--- src/rtl/pipe_hazard_ctrl.sv ---
// Hazard sequencer for the 5-stage core: load-use bubbles, taken-branch squash,
// data-memory wait states with timeout, and saturating debug counters.

module phc_sat_cnt #(
  parameter int W = 16
) (
  input  logic         clk,
  input  logic         rst_n,
  input  logic         inc,
  output logic [W-1:0] cnt
);
  always_ff @(posedge clk or negedge rst_n)
    if (!rst_n)                cnt <= '0;
    else if (inc && cnt != '1) cnt <= cnt + W'(1);
endmodule

module pipe_hazard_ctrl #(
  parameter int MEM_TIMEOUT = 15,
  parameter int CNT_W       = 16
) (
  input  logic             clk,
  input  logic             rst_n,
  input  logic [4:0]       id_rs1,
  input  logic [4:0]       id_rs2,
  input  logic             id_use_rs1,
  input  logic             id_use_rs2,
  input  logic [4:0]       ex_rd,
  input  logic             ex_memread,
  input  logic             mem_branch_taken,
  input  logic             mem_access,
  input  logic             dmem_ready,
  output logic             pc_en,
  output logic             ifid_en,
  output logic             idex_en,
  output logic             exmem_en,
  output logic             pc_sel_branch,
  output logic             ifid_flush,
  output logic             idex_flush,
  output logic             exmem_flush,
  output logic             memwb_bubble,
  output logic             timeout_err,
  output logic [CNT_W-1:0] stall_cnt,
  output logic [CNT_W-1:0] flush_cnt
);
  localparam int WAIT_W = (MEM_TIMEOUT < 1) ? 1 : $clog2(MEM_TIMEOUT + 1);
  localparam logic [WAIT_W-1:0] WAIT_MAX = WAIT_W'(MEM_TIMEOUT);

  typedef enum logic [1:0] {RUN, MEM_WAIT, TIMEOUT} state_t;

  typedef struct packed {
    logic pc_en;
    logic ifid_en;
    logic idex_en;
    logic exmem_en;
    logic pc_sel_branch;
    logic ifid_flush;
    logic idex_flush;
    logic exmem_flush;
    logic memwb_bubble;
  } ctrl_t;

  localparam ctrl_t CTRL_RUN    = 9'b1111_0_0000;
  localparam ctrl_t CTRL_FREEZE = 9'b0000_0_0001;
  localparam ctrl_t CTRL_HALT   = 9'b0000_0_1111;

  state_t                  state_q, state_d;
  logic [WAIT_W-1:0]       wait_q, wait_d;
  logic                    timeout_q, timeout_d;
  ctrl_t                   ctrl, ctrl_o;
  logic                    hold, load_use;
  logic [1:0]              cnt_inc;
  logic [1:0][CNT_W-1:0]   cnt_q;

  assign load_use = ex_memread && (ex_rd != 5'd0) &&
                    ((id_use_rs1 && id_rs1 == ex_rd) || (id_use_rs2 && id_rs2 == ex_rd));

  always_ff @(posedge clk or negedge rst_n)
    if (!rst_n) begin
      state_q   <= RUN;
      wait_q    <= '0;
      timeout_q <= 1'b0;
    end else begin
      state_q   <= state_d;
      wait_q    <= wait_d;
      timeout_q <= timeout_d;
    end

  always_comb begin
    state_d   = state_q;
    wait_d    = wait_q;
    timeout_d = timeout_q;
    ctrl      = CTRL_RUN;
    cnt_inc   = '0;
    hold      = 1'b0;
    unique case (state_q)
      RUN, MEM_WAIT: begin
        // Once waiting, EX/MEM is frozen, so only dmem_ready decides release.
        hold = !dmem_ready && (state_q == MEM_WAIT || mem_access);
        if (hold) begin
          ctrl       = CTRL_FREEZE;
          cnt_inc[0] = 1'b1;
          if (state_q == RUN) begin
            wait_d  = WAIT_W'(1);
            state_d = MEM_WAIT;
          end else if (wait_q == WAIT_MAX) begin
            wait_d    = '0;
            state_d   = TIMEOUT;
            timeout_d = 1'b1;
          end else begin
            wait_d = wait_q + WAIT_W'(1);
          end
        end else begin
          // A branch held in EX/MEM during a wait is taken here on release.
          state_d = RUN;
          wait_d  = '0;
          if (mem_branch_taken) begin
            ctrl.pc_sel_branch = 1'b1;
            ctrl.ifid_flush    = 1'b1;
            ctrl.idex_flush    = 1'b1;
            ctrl.exmem_flush   = 1'b1;
            cnt_inc[1]         = 1'b1;
          end else if (load_use) begin
            ctrl.pc_en      = 1'b0;
            ctrl.ifid_en    = 1'b0;
            ctrl.idex_flush = 1'b1;
            cnt_inc[0]      = 1'b1;
          end
        end
      end
      default: ctrl = CTRL_HALT;
    endcase
  end

  assign ctrl_o = rst_n ? ctrl : CTRL_HALT;

  assign pc_en         = ctrl_o.pc_en;
  assign ifid_en       = ctrl_o.ifid_en;
  assign idex_en       = ctrl_o.idex_en;
  assign exmem_en      = ctrl_o.exmem_en;
  assign pc_sel_branch = ctrl_o.pc_sel_branch;
  assign ifid_flush    = ctrl_o.ifid_flush;
  assign idex_flush    = ctrl_o.idex_flush;
  assign exmem_flush   = ctrl_o.exmem_flush;
  assign memwb_bubble  = ctrl_o.memwb_bubble;
  assign timeout_err   = timeout_q;

  for (genvar g = 0; g < 2; g++) begin : g_cnt
    phc_sat_cnt #(.W(CNT_W)) u_cnt (
      .clk   (clk),
      .rst_n (rst_n),
      .inc   (cnt_inc[g]),
      .cnt   (cnt_q[g])
    );
  end

  assign stall_cnt = cnt_q[0];
  assign flush_cnt = cnt_q[1];

endmodule

--- config.mk ---
export PLATFORM = sky130hd
export DESIGN_NAME = pipe_hazard_ctrl
export DESIGN_NICKNAME = d
export VERILOG_FILES = /design/src/rtl/pipe_hazard_ctrl.sv
export SDC_FILE = /design/constraint.sdc
export NUM_CORES = 1
export LEC_CHECK = 0
export ABC_AREA = 1
export CELL_PAD_IN_SITES_DETAIL_PLACEMENT = 1
export CELL_PAD_IN_SITES_GLOBAL_PLACEMENT = 1
export CORE_MARGIN = 4
export CORE_UTILIZATION = 38
export CTS_CLUSTER_DIAMETER = 100
export DETAILED_ROUTE_END_ITERATION = 7
export PLACE_DENSITY = 0.93
export SETUP_SLACK_MARGIN = 0.5
export SYNTH_ARGS = -nofsm -noshare
export SYNTH_HDL_FRONTEND = slang
export SYNTH_SLANG_ARGS = --single-unit
--- constraint.sdc ---
create_clock -name clk -period 5.25 [get_ports clk]
set_clock_uncertainty 0.2 [all_clocks]
set_input_delay 0.525 -clock clk [delete_from_list [all_inputs] [get_ports clk]]
set_output_delay 0.525 -clock clk [all_outputs]
set_load 0.02 [all_outputs]
==> out/qor.csv <==
stage,metric,value,unit
cts,hold buffers post-CTS,0,
global_route,initial antenna violation count,0,
sta,Final period util,64.1,%
sta,Worst Tran Pin Value,0.546,ns
synthesis,Synth area leader,dfrtp_1,
pwr,Combinational Power Share,7.7,%
sta,setup TNS,0,ns
placed_design,dpl ws,1.88,ns
run_status,run status,"complete, no violations",
worst_hold_path,Hold WC Path Type,primary input to asynchronous set/reset pin,
global_route,GRT Total Usage,19.5,%
route,Final ANT Viol Nets,0,
placed_design,Final Wtd Congestion,0.860,
synthesis,Async SR Flop Fraction,100,%
floorplanning,Core ar.,0.00646,sq mm
synthesis,Post-synth EDFFs,0,
route,drt wl/cell,15.3,microns
synthesis,Syn Area/Cell,7.29,sq um
route,1st-iter DRT viols,95,
cts,clock sink count,39,
setup_path,Worst Path Arrival,2.64,ns
floorplanning,Ports,65,
pwr,power per cell area,181,mW/mm^2
placed_design,placed insts,485,
final_layout,fin util,51.7,%
pwr,Pint,463,uW
synthesis,Main synth FF type,dfrtp_1,
setup_path,CP dominant cell by count,nand2_1,
sta,Final Hold Viols,0,
setup_path,CP max stage delay,0.56,ns
flow_run,Max Cap Viol,0,
route,Pre-Repair DR Iteration Count,4,
final_layout,Inserted Diodes,0,
final_layout,final non-filler cell total,493,
synthesis,"top cells by count, synth","nand2_1, inv_1, dfrtp_1",
placed_design,Port Buffers,64,
placed_design,Post-DP HPWL,5850,microns
global_route,largest net degree at the start of global routing,41,
setup_path,critical-path cell list,clkdlybuf4s50_1 -> inv_1 -> nand2_1 -> nand2_1 -> nor2_1 -> nand3_1 -> nand2_1 -> nand3_1 -> nand2_2 -> nor2_1 -> clkdlybuf4s50_1,
floorplanning,die area,0.00813,sq mm
cts,CTS Buffer Depth,2,
global_route,first-pass GRT wire length,13000,microns
synthesis,sequential area share after synthesis,38.0,%
synthesis,Post-Syn Instances,352,
cts,CTS buffer count,5,
final_layout,P&R area growth vs syn,30.0,%
synthesis,Cell variety after synth,33,
route,WL final,7540,microns
pwr,Sw Ratio,23.6,%
route,DRC viols,0,
cts,clk root buf,clkbuf_8,
setup_path,crit-path max FO,23,
cts,CTS H-Tree Depth,2,
pwr,VDD IR-drop max,0.0000924,V
sta,f_max,297,MHz
synthesis,Synth top area share,38.0,%
synthesis,Synth Register Bits,39,
sta,RSZ-0062 raised after global routing,no,
sta,hold slack,0.0818,ns
synthesis,post-synthesis net count,378,
synthesis,most common cell in the netlist,nand2_1,
floorplanning,Die Y,90.2,microns
sta,final setup fails,0,
route,vias per std cell,5.02,
cts,setup repair bufs after CTS,0,
pwr,Leakage,1.67,nW
global_route,vias in the first global route,2742,
cts,# resized after CTS,0,
cts,Clock transition at path regs,0.08,ns
pwr,Psw,143,uW
setup_path,Setup CP Type,primary input to primary output,
synthesis,ranking of synthesized cells by area,"dfrtp_1, nand2_1, inv_1",
pwr,Sequential Power Share,49.5,%
setup_path,worst path required time,4.53,ns
setup_path,CP startpoint kind,primary input,
route,Vias,2475,
setup_path,"slowest stage cell, crit path",clkdlybuf4s50_1,
pwr,Clock power frac,42.8,%
final_layout,share of cells above drive strength 1,9.62,%
final_layout,Layout Nets,441,
sta,normalized max-slew margin,63.6,%
synthesis,"Cell Area, Synth",0.00257,sq mm
floorplanning,Initial Utilization,39.7,%
sta,setup slack after layout,1.89,ns
global_route,Overflow after GRT,0,
cts,CTS tree,done,
setup_path,Crit. End Element,primary output,
floorplanning,die width,90.2,microns
cts,"Clk Latency, worst-skew pair",0.31,ns
sta,Final Critical Period,3.36,ns
synthesis,Yosys warnings,0,
sta,max-slew violation count,0,
floorplanning,row count,29,
-- through the flow --
| step | power, mW | instance area (sq um) |
|---|---|---|
| 4_1_cts | 0.612 | 3340 |
| 6_report | 0.606 | 3340 |
| 2_1_floorplan | 0.323 | 2570 |
| 3_5_place_dp | 0.353 | 3220 |
| 3_3_place_gp | 0.351 | 3220 |
| 5_1_grt | 0.627 | 3340 |
-- cells by family after synthesis --
family | Yosys count | share of synthesized area, %
compound gates | 15 | 3.71
xor+xnor | 23 | 8.73
fa+ha+maj | 3 | 1.46
buf+inv | 61 | 10.9
flops | 39 | 38.0
simple gates | 211 | 37.2
-- layout by cell type, fill, tap and decap left out, drive strengths merged, types with 5 or more instances in the layout --
master | synthesis | layout
xnor2 | 7 | 7
nand3 | 37 | 37
xor2 | 16 | 16
nand4 | 6 | 6
clkdlybuf4s50 | 0 | 63
nand2 | 121 | 121
nor3 | 5 | 5
o21ai | 8 | 8
nor2 | 38 | 38
clkbuf | 0 | 5
inv | 52 | 52
dfrtp | 39 | 39
-- power by group through the flow --
stage	Sequential, mW	Combinational (mW)	Clock (mW)
2_1_floorplan	0.306	0.0173	0
6_report	0.300	0.0463	0.259
3_5_place_dp	0.306	0.0471	0
4_1_cts	0.300	0.0475	0.265
3_3_place_gp	0.306	0.0448	0
5_1_grt	0.300	0.0525	0.274
-- routing by layer --
layer  vias up  track usage [%]  wire length [microns]
met5         -                0                      0
met4         0             6.89                    152
met3        13             3.59                    248
met2        48             34.7                   3960
met1      1201             23.5                   3180
li1       1213                -                      -
-- critical path: cells and delay by family --
| family | cells | cell delay [ns] |
|---|---|---|
| buf+inv | 3 | 1.15 |
| simple gates | 8 | 0.97 |
-- sequential cells by signal, indices dropped and copies added (netlist names) --
| name | count |
|---|---|
| g_cnt.u_cnt.cnt | 32 |
| state_q | 2 |
| wait_q | 4 |
| timeout_err | 1 |
-- layout make-up --
class                           count  area (sq um)
Fill cell                         815          3120
Clock inverter                      3          43.8
Sequential cell                    39           976
Clock buffer                        5          68.8
Tap cell                           77          96.3
Multi-Input combinational cell    252          1310
Inverter                           52           198
Timing Repair Buffer               65           643
-- path summary, 6_finish.rpt --
kind	to	slack, ns	depth (start not counted)	start
max	ifid_en	1.89	11	ex_rd[1]
min	g_cnt[0].u_cnt.cnt[15]$_DFFE_PN0P_	0.08	2	rst_n
max reg2reg	g_cnt[1].u_cnt.cnt[5]$_DFFE_PN0P_	3.02	8	g_cnt[1].u_cnt.cnt[0]$_DFFE_PN0P_
min reg2reg	timeout_err$_DFFE_PN0P_	0.28	2	timeout_err$_DFFE_PN0P_
max in group asynchronous	state_q[1]$_DFFE_PN0P_	4.39	2	rst_n
min in group clk	timeout_err$_DFFE_PN0P_	0.28	2	timeout_err$_DFFE_PN0P_
(Power assumes the default switching activity.)
